[config.mk]
export PLATFORM = sky130hd
export DESIGN_NAME = retrocomm_arbiter_flat
export DESIGN_NICKNAME = d
export VERILOG_FILES = /design/src/rtl/retrocomm_pkg.sv /design/src/rtl/retrocomm_arbiter_if.sv /design/src/rtl/retrocomm_arbiter_rr_arbiter.sv /design/src/rtl/retrocomm_arbiter.sv /design/src/flat_wrapper.sv
export SDC_FILE = /design/constraint.sdc
export NUM_CORES = 1
export LEC_CHECK = 0
export ABC_AREA = 0
export BUFFER_PORTS_ARGS = -buffer_cell sky130_fd_sc_hd__buf_2
export CORE_ASPECT_RATIO = 0.8
export CORE_MARGIN = 4
export CORE_UTILIZATION = 50
export CTS_CLUSTER_SIZE = 40
export DETAILED_ROUTE_END_ITERATION = 16
export MAX_ROUTING_LAYER = met4
export PLACE_DENSITY = 0.82
export SYNTH_ARGS = -nofsm -noshare
export SYNTH_HDL_FRONTEND = slang
export SYNTH_HIERARCHICAL = 1
export SYNTH_SLANG_ARGS = --single-unit
[constraint.sdc]
create_clock -name clk -period 4.6 [get_ports clk]
set_clock_uncertainty 0.1 [all_clocks]
set_input_delay 0.92 -clock clk [delete_from_list [all_inputs] [get_ports clk]]
set_output_delay 0.92 -clock clk [all_outputs]
set_load 0.05 [all_outputs]
[src/rtl/retrocomm_pkg.sv]
// rtl/retrocomm_pkg.sv - shared types and constants for the RetroComm arbiter
// Purpose: FSM state enum, parameter defaults and the timeout response word.
// Ports: none (package).
package retrocomm_pkg;

  localparam int NREQ_DEFAULT    = 4;
  localparam int TIMEOUT_DEFAULT = 255;

  localparam logic [15:0] RETROCOMM_ERR_WORD = 16'hFFFF;

  typedef enum logic [1:0] {
    ST_IDLE = 2'd0,
    ST_SEND = 2'd1,
    ST_WAIT = 2'd2,
    ST_RESP = 2'd3
  } state_t;

endpackage

[src/rtl/retrocomm_arbiter_if.sv]
// rtl/retrocomm_arbiter_if.sv - requester, link and interrupt signals of the RetroComm arbiter
// Purpose: bundles every non-clock/reset signal of the arbiter.
// Ports (slave = arbiter view):
//   in : req, req_data, link_din, link_strobe, link_interrupt, irq_ack
//   out: grant, done, resp_data, timed_out, link_dout, link_raise, irq_pending
interface retrocomm_arbiter_if #(
  parameter int NREQ = retrocomm_pkg::NREQ_DEFAULT
);

  logic [NREQ-1:0]        req;
  logic [NREQ-1:0][15:0]  req_data;
  logic [NREQ-1:0]        grant;
  logic [NREQ-1:0]        done;
  logic [15:0]            resp_data;
  logic                   timed_out;
  logic [15:0]            link_dout;
  logic                   link_raise;
  logic [15:0]            link_din;
  logic                   link_strobe;
  logic                   link_interrupt;
  logic                   irq_pending;
  logic                   irq_ack;

  modport slave (
    input  req, req_data, link_din, link_strobe, link_interrupt, irq_ack,
    output grant, done, resp_data, timed_out, link_dout, link_raise, irq_pending
  );

  modport master (
    output req, req_data, link_din, link_strobe, link_interrupt, irq_ack,
    input  grant, done, resp_data, timed_out, link_dout, link_raise, irq_pending
  );

endinterface

[src/rtl/retrocomm_arbiter_rr_arbiter.sv]
// rtl/retrocomm_arbiter_rr_arbiter.sv - combinational round-robin requester selection
// Purpose: picks the first asserted request at or after ptr, wrapping around.
// Ports:
//   in : req   (NREQ request levels), ptr (PW-bit starting index)
//   out: grant (one-hot winner), valid (any request asserted)
module rr_arbiter
  import retrocomm_pkg::*;
#(
  parameter int NREQ = NREQ_DEFAULT,
  parameter int PW   = (NREQ > 1) ? $clog2(NREQ) : 1
) (
  input  logic [NREQ-1:0] req,
  input  logic [PW-1:0]   ptr,
  output logic [NREQ-1:0] grant,
  output logic            valid
);

  logic [PW-1:0] idx;

  // Scan NREQ positions starting at ptr; the first hit wins and masks the rest.
  always_comb begin
    grant = '0;
    valid = 1'b0;
    idx   = '0;
    for (int i = 0; i < NREQ; i++) begin
      idx = PW'((int'(ptr) + i) % NREQ);
      if (!valid && req[idx]) begin
        grant[idx] = 1'b1;
        valid      = 1'b1;
      end
    end
  end

endmodule

[src/rtl/retrocomm_arbiter.sv]
// rtl/retrocomm_arbiter.sv - shares one RetroComm initiator link among NREQ requesters
// Purpose: round-robin arbitration, one command/response transaction at a time,
//          with response timeout and a latched target interrupt.
// Ports:
//   clk     : rising-edge clock
//   reset_n : synchronous active-low reset
//   bus     : retrocomm_arbiter_if.slave (requester, link and interrupt signals)
module retrocomm_arbiter
  import retrocomm_pkg::*;
#(
  parameter int NREQ    = NREQ_DEFAULT,
  parameter int TIMEOUT = TIMEOUT_DEFAULT
) (
  input  logic                clk,
  input  logic                reset_n,
  retrocomm_arbiter_if.slave  bus
);

  localparam int PW = (NREQ > 1) ? $clog2(NREQ) : 1;
  localparam int CW = (TIMEOUT > 0) ? $clog2(TIMEOUT + 1) : 1;
  localparam logic [CW-1:0] CNT_MAX  = CW'(TIMEOUT);
  localparam logic [PW-1:0] LAST_IDX = PW'(NREQ - 1);

  state_t          state;
  logic [PW-1:0]   ptr;
  logic [PW-1:0]   owner;
  logic [CW-1:0]   cnt;
  logic [NREQ-1:0] grant_r;
  logic [NREQ-1:0] done_r;
  logic [15:0]     resp_r;
  logic            timed_out_r;
  logic [15:0]     dout_r;
  logic            raise_r;
  logic            irq_prev;
  logic            irq_pending_r;

  logic [NREQ-1:0] rr_grant;
  logic            rr_valid;
  logic [PW-1:0]   rr_idx;
  logic [PW-1:0]   next_ptr;
  logic            irq_rise;

  rr_arbiter #(
    .NREQ (NREQ),
    .PW   (PW)
  ) u_rr (
    .req   (bus.req),
    .ptr   (ptr),
    .grant (rr_grant),
    .valid (rr_valid)
  );

  // One-hot winner to binary index, needed for the data mux and pointer update.
  always_comb begin
    rr_idx = '0;
    for (int i = 0; i < NREQ; i++) begin
      if (rr_grant[i]) rr_idx = PW'(i);
    end
  end

  assign next_ptr = (owner == LAST_IDX) ? '0 : owner + PW'(1);

  always_ff @(posedge clk) begin
    if (!reset_n) begin
      state       <= ST_IDLE;
      ptr         <= '0;
      owner       <= '0;
      cnt         <= '0;
      grant_r     <= '0;
      done_r      <= '0;
      resp_r      <= '0;
      timed_out_r <= 1'b0;
      dout_r      <= '0;
      raise_r     <= 1'b0;
    end else begin
      case (state)
        ST_IDLE: begin
          if (rr_valid) begin
            owner   <= rr_idx;
            grant_r <= rr_grant;
            dout_r  <= bus.req_data[rr_idx];
            raise_r <= 1'b1;
            state   <= ST_SEND;
          end
        end
        ST_SEND: begin
          raise_r <= 1'b0;
          cnt     <= '0;
          state   <= ST_WAIT;
        end
        ST_WAIT: begin
          // The strobe is tested first so a reply on the last allowed cycle still counts.
          if (bus.link_strobe) begin
            resp_r      <= bus.link_din;
            timed_out_r <= 1'b0;
            done_r      <= grant_r;
            state       <= ST_RESP;
          end else if (cnt == CNT_MAX) begin
            resp_r      <= RETROCOMM_ERR_WORD;
            timed_out_r <= 1'b1;
            done_r      <= grant_r;
            state       <= ST_RESP;
          end else begin
            cnt <= cnt + CW'(1);
          end
        end
        ST_RESP: begin
          done_r  <= '0;
          grant_r <= '0;
          ptr     <= next_ptr;
          state   <= ST_IDLE;
        end
        default: state <= ST_IDLE;
      endcase
    end
  end

  assign irq_rise = bus.link_interrupt && !irq_prev;

  // A fresh rising edge takes priority over an acknowledge in the same cycle.
  always_ff @(posedge clk) begin
    if (!reset_n) begin
      irq_prev      <= 1'b0;
      irq_pending_r <= 1'b0;
    end else begin
      irq_prev <= bus.link_interrupt;
      if (irq_rise) begin
        irq_pending_r <= 1'b1;
      end else if (bus.irq_ack) begin
        irq_pending_r <= 1'b0;
      end
    end
  end

  assign bus.grant       = grant_r;
  assign bus.done        = done_r;
  assign bus.resp_data   = resp_r;
  assign bus.timed_out   = timed_out_r;
  assign bus.link_dout   = dout_r;
  assign bus.link_raise  = raise_r;
  assign bus.irq_pending = irq_pending_r;

endmodule

[src/flat_wrapper.sv]
// flat-port wrapper written by rule: the top's interface ports become plain ports
module retrocomm_arbiter_flat import retrocomm_pkg::*;
#(
  parameter int NREQ    = NREQ_DEFAULT,
  parameter int TIMEOUT = TIMEOUT_DEFAULT
)
  (clk, reset_n, bus_req, bus_req_data, bus_link_din, bus_link_strobe, bus_link_interrupt, bus_irq_ack, bus_grant, bus_done, bus_resp_data, bus_timed_out, bus_link_dout, bus_link_raise, bus_irq_pending);
  retrocomm_arbiter_if #(.NREQ(NREQ)) bus_i ();
  input  logic clk;
  input  logic reset_n;
  input wire logic [$bits(bus_i.req)-1:0] bus_req;
  input wire logic [$bits(bus_i.req_data)-1:0] bus_req_data;
  input wire logic [$bits(bus_i.link_din)-1:0] bus_link_din;
  input wire logic [$bits(bus_i.link_strobe)-1:0] bus_link_strobe;
  input wire logic [$bits(bus_i.link_interrupt)-1:0] bus_link_interrupt;
  input wire logic [$bits(bus_i.irq_ack)-1:0] bus_irq_ack;
  output wire logic [$bits(bus_i.grant)-1:0] bus_grant;
  output wire logic [$bits(bus_i.done)-1:0] bus_done;
  output wire logic [$bits(bus_i.resp_data)-1:0] bus_resp_data;
  output wire logic [$bits(bus_i.timed_out)-1:0] bus_timed_out;
  output wire logic [$bits(bus_i.link_dout)-1:0] bus_link_dout;
  output wire logic [$bits(bus_i.link_raise)-1:0] bus_link_raise;
  output wire logic [$bits(bus_i.irq_pending)-1:0] bus_irq_pending;
  assign bus_i.req = bus_req;
  assign bus_i.req_data = bus_req_data;
  assign bus_i.link_din = bus_link_din;
  assign bus_i.link_strobe = bus_link_strobe;
  assign bus_i.link_interrupt = bus_link_interrupt;
  assign bus_i.irq_ack = bus_irq_ack;
  assign bus_grant = bus_i.grant;
  assign bus_done = bus_i.done;
  assign bus_resp_data = bus_i.resp_data;
  assign bus_timed_out = bus_i.timed_out;
  assign bus_link_dout = bus_i.link_dout;
  assign bus_link_raise = bus_i.link_raise;
  assign bus_irq_pending = bus_i.irq_pending;
  retrocomm_arbiter #(.NREQ(NREQ), .TIMEOUT(TIMEOUT)) u_core (.clk(clk), .reset_n(reset_n), .bus(bus_i));
endmodule
==> flow_metrics.env <==
export IMPL_fp_dieArea_mm2=0.00812
export IMPL_avgSynthCellArea_um2=9.15
export IMPL_drtIter0Drc=209
export IMPL_drt_first_pass_iters=6
export IMPL_core_region_area_mm2=0.00647
export IMPL_wl_um=8840
export IMPL_cts_resized=0
export IMPL_placed_cells=559
export IMPL_clk_root_buffer_cell="clkbuf_8"
export IMPL_fin_tns_setup_ns=0
export IMPL_crit_top_cell="mux2i_1"
export IMPL_synth_main_ff_cell="dfxtp_1"
export IMPL_critPathArrivalTime_ns=3.60
export IMPL_ys_top_cells_by_area="dfxtp_1, mux2i_1, o21ai_0"
export IMPL_ys_async_sr_fraction_pct=0
export IMPL_finalNonFillerCells=575
export IMPL_tightest_slew_ns=0.951
export IMPL_wl_per_cell_um=15.4
export IMPL_cts_made_buffers=9
export IMPL_clock_latency_ns=0.33
export IMPL_hold_slack_ns=0.397
export IMPL_clock_path_buffers=2
export IMPL_synth_seq_cells=58
export IMPL_rsz0062_at_grt="no"
export IMPL_cp_end_kind="register"
export IMPL_cp_slowest_stage_delay_ns=0.78
export IMPL_grt_max_degree=64
export IMPL_yosysWarnings=6
export IMPL_synth_common_cells="dfxtp_1, o21ai_0, mux2i_1"
export IMPL_clock_sinks=58
export IMPL_slowest_stage="dfxtp_1"
export IMPL_post_route_min_period_ns=3.49
export IMPL_grt_use_total_pct=22.9
export IMPL_drv_slew=0
export IMPL_die_w_um=99.8
export IMPL_startpoint="u_core/ptr[0]$_SDFFE_PN0P_"
export IMPL_cts_setup_buffers=0
export IMPL_area_growth_pct=25.9
export IMPL_routed_via_density=5.62
export IMPL_regToRegStartpoint="u_core/ptr[0]$_SDFFE_PN0P_"
export IMPL_io_buffers=131
export IMPL_fp_dieH_um=81.4
export IMPL_gp_congestion=0.878
export IMPL_ys_types=52
export IMPL_start_util_pct=52.0
export IMPL_clk_pin_slew_ns=0.07
export IMPL_synthesis_area_mm2=0.00337
export IMPL_rows=26
export IMPL_synth_edf_count=0
export IMPL_ir_worst_vdd_uv=413
export IMPL_grt_pass1_wl_um=14700
export IMPL_synth_area_leader_cell="dfxtp_1"
export IMPL_hpwl_um=6390
export IMPL_postSynthCellCount=368
export IMPL_cts_tree="built"
export IMPL_hold_class="reg2reg"
export IMPL_status="finished, final reports clean"
export IMPL_finalCritPeriodShare_pct=75.9
export IMPL_n_antenna_cell=0
export IMPL_maxCapViolations=0
export IMPL_max_slew_margin_rel_pct=36.6
export IMPL_fmax_ghz=0.286
export IMPL_grt_pass1_vias=3173
export IMPL_overflow=0
export IMPL_final_nets=587
export IMPL_r2r_cells=11
export IMPL_ctsHoldBuffers=0
export IMPL_post_synth_top_count_cell="dfxtp_1"
export IMPL_min_path_cells=1
export IMPL_io_pins=132
export IMPL_worstSetupPathType="reg2reg"
export IMPL_antenna_found_initial=0
export IMPL_worstPathMaxFanout=22
export IMPL_cp_start_kind="register"
export IMPL_required_ns=4.70
export IMPL_hold_path_startpoint="u_core/bus.timed_out$_SDFFE_PN0P_"
export IMPL_via_count=3232
export IMPL_final_hold_viol_count=0
export IMPL_htreeDepth=3
export IMPL_setup_violations_final=0
export IMPL_postRouteAntennaNets=0
export IMPL_powerDensity_mw_per_mm2=584
export IMPL_cp_cell_sequence="inv_1, ha_1, mux2i_1, mux2_2, a211oi_1, o2bb2ai_2, buf_4, mux2i_1, o21ai_0, mux2i_1, a21oi_1"
export IMPL_drc=0
export IMPL_yosys_area_top_type_share_pct=34.5
export IMPL_p_leak_nw=1.91
export IMPL_fin_total_pwr_mw=2.47
export IMPL_drive_gt1_share_pct=36.3
export IMPL_syn_nets=469
export IMPL_ys_seq_area_share_pct=34.5
placed cells by master, fill, tap and decap left out, types with 10 or more instances in the layout:
master    instances
mux2i_1          42
a21oi_1          25
nor2_1           12
ha_1             12
buf_2           131
dfxtp_1          58
nand2_1          32
o21ai_0          45
clkbuf_8         11
inv_1            10
where the power goes:
part           leakage (nW)  internal [mW]  total [mW]  switching [mW]
sequential            0.475          0.635       0.729          0.0943
combinational          1.33          0.402        1.27           0.865
clock                0.0986          0.279       0.478           0.200
total                  1.91           1.32        2.47            1.16
cells by family (layout without fill, tap and decap cells):
| kind of cell | after synthesis | in the layout | synth area share (%) |
|---|---|---|---|
| muxes | 46 | 46 | 14.2 |
| AOI/OAI and AO/OA | 120 | 120 | 25.7 |
| adders and majority gates | 12 | 12 | 4.46 |
| and+or+nand+nor | 94 | 94 | 15.8 |
| buffers and inverters | 38 | 161 | 5.39 |
| DFF | 58 | 58 | 34.5 |
registers in the layout, indices dropped and copies added, names as in the netlist, 2 cells and up:
signal,flops
u_core/state,2
u_core/cnt,8
u_core/bus.grant,4
u_core/bus.resp_data,16
u_core/ptr,2
u_core/bus.done,4
u_core/owner,2
u_core/bus.link_dout,16
worst paths after layout:
kind                                          end  slack [ns]
max          u_core/bus.link_dout[2]$_SDFFE_PN0P_        1.11
min             u_core/bus.timed_out$_SDFFE_PN0P_        0.40
max reg2reg  u_core/bus.link_dout[2]$_SDFFE_PN0P_        1.11
min reg2reg     u_core/bus.timed_out$_SDFFE_PN0P_        0.40
worst max-delay path: cells and delay by family (launching register included):
family	cells	cell delay, ns
flip-flops	1	0.78
adder cells (fa/ha/maj)	1	0.46
multiplexers	4	1.04
AO/OA/AOI/OAI	4	0.45
buffers and inverters	2	0.53
layout make-up:
| type | instances | area (µm²) |
|---|---|---|
| clock buffers | 12 | 155 |
| clock inverters | 4 | 50.0 |
| fillers | 518 | 2230 |
| inverters | 10 | 37.5 |
| multi-input cells | 272 | 2040 |
| flip-flops and latches | 58 | 1160 |
| well taps | 84 | 105 |
| repair buffers | 135 | 686 |
per-layer routing:
metal | track usage [%] | wire, µm | part of all wire, % | vias up
met5 | - | 0 | 0 | -
met4 | 6.00 | 61 | 0.69 | 0
met3 | 5.94 | 606 | 6.9 | 6
met2 | 37.2 | 4300 | 49 | 141
met1 | 28.5 | 3870 | 44 | 1487
li1 | - | - | - | 1598
stage by stage:
stage / util, % / worst slack (ns) / instance area (µm²)
after CTS: 65.5 / 1.15 / 4240
after global routing: 65.5 / 0.804 / 4240
after detailed placement: 62.3 / 1.16 / 4030
after global placement: 62.3 / 1.39 / 4030
final: 65.5 / 1.11 / 4240
after floorplan: - / 1.55 / 3370
Power figures use the tool's default switching activity.
